<file path="src/rtl/alu_result_stage.sv">
// ALU result stage: captures a 64-bit ALU result and streams it to the bus
// as one 32-bit beat, or two beats (LO then HI) for MUL/DIV.
module alu_result_stage #(
    parameter logic [4:0] MUL_OP = 5'b01110,
    parameter logic [4:0] DIV_OP = 5'b01111
) (
    input  logic        clk,
    input  logic        clear,
    input  logic [63:0] c_in,
    input  logic [4:0]  opcode,
    input  logic        zin,
    output logic        zin_ready,
    output logic [31:0] out_data,
    output logic        out_valid,
    input  logic        out_ready,
    output logic        out_hi,
    output logic        out_last,
    output logic        err_op
);

    typedef enum logic [1:0] {
        IDLE    = 2'd0,
        SEND_LO = 2'd1,
        SEND_HI = 2'd2
    } state_t;

    state_t      state_q, state_d;
    logic [31:0] z_hi_q, z_lo_q;
    logic [4:0]  op_q;
    logic [31:0] out_data_q, out_data_d;
    logic        err_q;

    logic wide_q;
    logic cap;
    logic cap_ok;
    logic cap_bad;

    function automatic logic is_supported(input logic [4:0] op);
        case (op)
            5'b00011, 5'b00100, 5'b00101, 5'b00110,
            5'b00111, 5'b01000, 5'b01001, 5'b01010,
            5'b01110, 5'b01111, 5'b10000, 5'b10001:
                is_supported = 1'b1;
            default:
                is_supported = 1'b0;
        endcase
    endfunction

    assign wide_q    = (op_q == MUL_OP) || (op_q == DIV_OP);
    assign out_valid = (state_q != IDLE);
    assign out_hi    = (state_q == SEND_HI);
    assign out_last  = (state_q == SEND_HI) ||
                       ((state_q == SEND_LO) && !wide_q);
    // A final beat leaving this cycle frees the holding registers.
    assign zin_ready = (state_q == IDLE) || (out_last && out_ready);
    assign cap       = zin && zin_ready;
    assign cap_ok    = cap && is_supported(opcode);
    assign cap_bad   = cap && !is_supported(opcode);
    assign out_data  = out_data_q;
    assign err_op    = err_q;

    always_comb begin
        state_d    = state_q;
        out_data_d = out_data_q;
        case (state_q)
            IDLE: begin
                if (cap_ok) state_d = SEND_LO;
            end
            SEND_LO: begin
                if (out_ready) begin
                    if (wide_q) begin
                        state_d    = SEND_HI;
                        out_data_d = z_hi_q;
                    end else begin
                        state_d = cap_ok ? SEND_LO : IDLE;
                    end
                end
            end
            SEND_HI: begin
                if (out_ready) state_d = cap_ok ? SEND_LO : IDLE;
            end
            default: state_d = IDLE;
        endcase
        if (cap_ok) out_data_d = c_in[31:0];
    end

    always_ff @(posedge clk or negedge clear) begin
        if (!clear) begin
            state_q    <= IDLE;
            z_hi_q     <= '0;
            z_lo_q     <= '0;
            op_q       <= '0;
            out_data_q <= '0;
            err_q      <= 1'b0;
        end else begin
            state_q    <= state_d;
            out_data_q <= out_data_d;
            err_q      <= cap_bad;
            if (cap) begin
                z_hi_q <= c_in[63:32];
                z_lo_q <= c_in[31:0];
                op_q   <= opcode;
            end
        end
    end

endmodule

</file>
<file path="config.mk">
export PLATFORM = sky130hd
export DESIGN_NAME = alu_result_stage
export DESIGN_NICKNAME = d
export VERILOG_FILES = /design/src/rtl/alu_result_stage.sv
export SDC_FILE = /design/constraint.sdc
export NUM_CORES = 1
export LEC_CHECK = 0
export BUFFER_PORTS_ARGS = -buffer_cell sky130_fd_sc_hd__buf_2
export CAP_MARGIN = 20
export CORE_MARGIN = 2
export CORE_UTILIZATION = 45
export CTS_BUF_LIST = sky130_fd_sc_hd__clkbuf_16
export DETAILED_ROUTE_END_ITERATION = 6
export GPL_TIMING_DRIVEN = 1
export PLACE_DENSITY = 0.87
export SETUP_SLACK_MARGIN = 0.05
export SYNTH_ARGS = -nofsm -noshare
export SYNTH_HDL_FRONTEND = slang
export SYNTH_SLANG_ARGS = --single-unit
</file>
<file path="constraint.sdc">
create_clock -name clk -period 1.95 [get_ports clk]
set_input_delay 0.39 -clock clk [delete_from_list [all_inputs] [get_ports clk]]
set_output_delay 0.39 -clock clk [all_outputs]
set_load 0.005 [all_outputs]
</file>
* Word level (Yosys, flattened, before mapping)
Memories as Yosys holds them, arrays and structs flattened.
Cells that the tools add are included.
W data, S select, Z words.
** Storage, ports and cells
- Register bits after elaboration :: 72
- Latch bits :: 0
- Memory bits (writable) :: 0
- Memory bits (read-only) :: 64
- Input port bits :: 73
- Output and inout port bits :: 37
- Word-level logic and storage cells :: 41
- Memories kept :: 2
** Memory list
- (no name shown) :: depth 32, width 1, rd ports 1, clocked after memory_dff 0, wr ports 0, line 39 : case (op)
- (no name shown) :: depth 32, width 1, rd ports 1, clocked after memory_dff 0, wr ports 0, line 39
** Cells by class
- $add $sub $neg :: 0
- Multiply operators :: 0
- Divide/modulo/power cells :: 0
- Magnitude comparators :: 0
- Equality and inequality tests :: 7
- Shifts and indexed selects :: 0
- Multiplexer cells :: 10
- Bitwise logic cells :: 0
- Reduce and logical (&&, ||, !) cells :: 17
** Operators by type and width (count)
- $mux W32 :: 4
- $eq A5 B4 Y1 const B :: 2
- $mux W2 :: 4
- $reduce_bool A2 Y1 :: 4
- $ne A2 B2 Y1 const B :: 3
- $pmux W2 S3 :: 1
- $reduce_and A3 Y1 :: 2
- $logic_and A1 B1 Y1 :: 5
- $logic_or A1 B1 Y1 :: 3
- $eq A2 B1 Y1 const B :: 1
- $eq A2 B2 Y1 const B :: 1
- $logic_not A1 Y1 :: 2
- $logic_not A2 Y1 :: 1
- $mux W1 :: 1

* Logic depth before layout (Yosys ltp)
- Word-level depth :: 13
- Gate-level depth with buffers :: 6
- Gate-level depth less buffers :: 4

* Least setup slack after synthesis
OpenSTA, ideal clock, no wires.
- Kind :: register -> register
- Start point :: register op_q[1]
- End point :: register out_data_q[12], in the netlist out_data[12]
- Library setup time :: 0.127 ns
- Data arrival time :: 1.848 ns
- Required time :: 1.823 ns
- Path slack :: -0.026 ns
- Stages on the path, launching flop included :: 7
- Path buffers :: 2
- Period minus slack after synthesis :: 1.976 ns
- Cell sequence :: dfrtp_1 > and4b_1 > buf_2 > nand3_1 > buf_1 > mux2_2 > mux2_1
** Between the ends
- Longest elaborated chain between the ends :: 11
- Elaborated cells on any way between the ends :: 15
- Classes of those cells :: 2 x eq/ne; 1 x mux; 12 x reduce/logical
** RTL lines
- from (decl) :: line 29 : logic [4:0] op_q;
- from (signal assigned) :: line 102 : op_q <= opcode;
- $eq A5 B4 Y1 :: line 49 : assign wide_q = (op_q == MUL_OP) || (op_q == DIV_OP);
- $logic_or A1 B1 Y1 * :: line 49
- $logic_not A1 Y1 :: line 53 : ((state_q == SEND_LO) && !wide_q);
- $logic_and A1 B1 Y1 :: line 53
- $logic_or A1 B1 Y1 :: line 52 : assign out_last = (state_q == SEND_HI) ||
- $logic_and A1 B1 Y1 :: line 55 : assign zin_ready = (state_q == IDLE) || (out_last && out_ready);
- $logic_or A1 B1 Y1 :: line 55
- $logic_and A1 B1 Y1 :: line 56 : assign cap = zin && zin_ready;
- $logic_and A1 B1 Y1 :: line 57 : assign cap_ok = cap && is_supported(opcode);
- $reduce_bool A2 Y1 (no source line)
- $reduce_and A3 Y1 (no source line)
- to (signal assigned) :: line 97 : out_data_q <= out_data_d;
- to (decl) :: line 30 : logic [31:0] out_data_q, out_data_d;
Every way passes the cells marked *; elsewhere a longest branch is shown, timed or not.
A chain may end at the register's enable or synchronous reset.

* Worst setup path in the final report
- Start point :: register op_q[3]
- End point :: register out_data_q[18], in the netlist out_data[18]
The elaborated chain is that of the path after synthesis.

==> flow_summary.yaml <==
status:
  status: "completed"
yosys:
  syn_avg_cell_area_um2: 14.4
  synth_cells: 221
  ys.flop_type: "dfrtp_1"
  ys_types: 27
  ys_async_sr_fraction_pct: 100
  synth.cell_area_um2: 3180
  synth_seq_cells: 71
  synth_edf_count: 0
  yosysWarnings: 0
  ys_seq_area_share_pct: 55.9
  syn_nets: 294
placement:
  io_buffers: 109
  place_inst: 424
  routabilityCongestion: 0.816
  dp_hpwl_um: 4690
  place_area_um2: 3880
power_and_ir_drop:
  p_clk_share_pct: 34.8
  p_sw_share_pct: 24.7
  finalPower_uw: 5230
  comb_power_share_pct: 24.9
  p_leak_uw: 0.00199
  ir_drop_mv: 0.689
  powerDensity_nw_per_um2: 1220
  p_switching_uw: 1290
  power_frac_seq_pct: 40.3
  p_int_uw: 3940
clocking:
  htree_levels: 3
  clockBufferDepth: 2
  postCtsHoldBufs: 0
  cts-buffers-inserted: 9
  cts-root-buf: "clkbuf_16"
  cts_tree: "yes"
  clock_latency_ns: 0.32
  path_clk_slew_ns: 0.05
  cts_sinks: 71
floorplan:
  pin_count: 110
  core_um2: 6830
  rows: 30
  fp.dieH_um: 88.0
  dieArea_um2: 7750
  start_util_pct: 46.5
  die_w_um: 88.0
timing:
  finalCritPeriodShare_pct: 96.4
  min_period_ns: 1.88
  skew_ns: 0.00499
  timing.fmax_mhz: 532
  hold_violations: 0
  drv_slew: 0
  setup_violations: 0
  relSlewSlack_pct: 72.7
  worst_pin_slew_ns: 0.409
  tns_ns: 0
  grt_setup_unrepaired: "yes"
global_route:
  grt_busiest_layer: "met2"
  grt.total_usage_pct: 17.8
  grt_util_met3_pct: 6.41
  grt.met2_usage_pct: 29.9
  grt_pass1_vias: 2280
  grt_use_met1_pct: 20.4
  grt.overflow.total: 0
  antenna_found_initial: 0
  grt_max_degree: 72
  grt_pass1_wl_um: 10400
cells_and_area:
  antenna_cells: 0
  nFillCells: 545
  layout-drive-gt1-share_pct: 62.1
  final_cells: 442
  final_area_um2: 4280
  mostFrequentLayoutCell: "buf_2"
  final_cell_mix: "buf_2 (109), dfrtp_1 (70), mux2_2 (69), mux2_1 (19)"
  nets: 414
  synthToLayoutAreaGrowth_pct: 34.6
setup_path:
  worstPathRequired_ns: 2.15
  setup.worst_path.start_class: "flop"
  crit_type: "flop to flop"
  worst_ep_arrival_time_ns: 2.08
  crit_fanout: 18
  critPathCaptureType: "flop"
job:
  maxCapViolCount: 0
detailed_routing:
  ant_nets: 0
  wl_um: 6680
  drtIter0Drc: 69
  vias: 2259
  via_per_inst: 5.11
  post_drt_wl_per_cell_um: 15.1
  drc: 0
  firstDrtPassIters: 4
min_path:
  hold_class: "primary input to async pin"
## state kept, by name, indices dropped and copies added, names as in the netlist
signal    cells
out_data     32
z_hi_q       32
op_q          4
state_q       2
err_op        1
## synthesized netlist by cell type, types with 2 or more instances
cell       n  share of area [%]
dfrtp_1   71                 56
mux2_2    69                 24
mux2_1    19                6.7
nand2_1   12                1.4
o211ai_1  12                2.8
buf_2      5               0.79
nand2b_1   4               0.79
inv_1      3               0.35
o21ai_0    3               0.47
buf_1      2               0.24
buf_6      2               0.71
clkbuf_1   2               0.24
nor2b_1    2               0.39
xnor2_1    2               0.55
## cell families (layout without fill, tap and decap cells)
family	Yosys count	in the layout	synth area share (%)
multiplexers	88	88	31.2
XOR/XNOR	2	2	0.551
AO/OA/AOI/OAI	20	20	5.43
AND/OR/NAND/NOR	26	26	4.61
flip-flops	71	71	55.9
buffers and inverters	14	139	2.32
## power groups by stage
stage / logic [uW] / clock network (uW) / registers, uW
after global routing: 1440 / 1930 / 2160
after detailed placement: 1270 / 0 / 2130
after floorplan: 744 / 0 / 2120
final: 1300 / 1820 / 2110
after CTS: 1280 / 1860 / 2110
after global placement: 1230 / 0 / 2100
## metal layers
metal | vias to the layer above | part of all wire (%)
met4 | 0 | 1.5
met1 | 1119 | 41
met2 | 80 | 50
li1 | 1048 | -
met3 | 12 | 7.3
met5 | - | 0
## metrics by stage
step | worst slack, ns | hold slack [ns] | util, %
floorplan | 0.0591 | 0.0944 | -
global placement | 0.0977 | 0.441 | 56.8
detailed placement | 0.00866 | 0.453 | 56.8
CTS | 0.0463 | 0.104 | 61.7
global route | 0.00904 | 0.119 | 62.6
finish | 0.0702 | 0.0762 | 62.6
## what timing repair did
item / CTS / global route
setup buffers: 0 / 1
pin swaps: 0 / 2
setup endpoints to repair: 2 / 55
gates resized for setup: 0 / 9
gates cloned: 0 / 1
## final timing paths
path	start	to	slack [ns]	depth (start not counted)
max reg2reg	op_q[3]	out_data[18]	0.07	5
min in group clk	c_in[10]	out_data[10]	0.27	2
min reg2reg	z_hi_q[10]	z_hi_q[10]	0.50	1
max	op_q[3]	out_data[18]	0.07	5
max in group asynchronous	clear	state_q[1]	1.53	2
min	clear	op_q[2]	0.08	2
## worst max-delay path, stage by stage, from the launching register on
cell and delay (ns):
dfrtp_1 0.37, and4b_2 0.30, o311ai_4 0.39, o21ai_2 0.17, buf_12 0.20, mux2_1 0.32
## area by class of cell
cell class | instances | area [um2] | share of cell area [%]
clock buffer | 9 | 225 | 5.26
clock inverter | 7 | 111 | 2.60
inverter | 3 | 11.3 | 0.263
multi-input combinational | 136 | 1350 | 31.4
sequential | 71 | 1780 | 41.6
tap | 96 | 120 | 2.81
timing repair buffer | 120 | 687 | 16.1
Note: power is estimated with default switching activity, not from simulation.
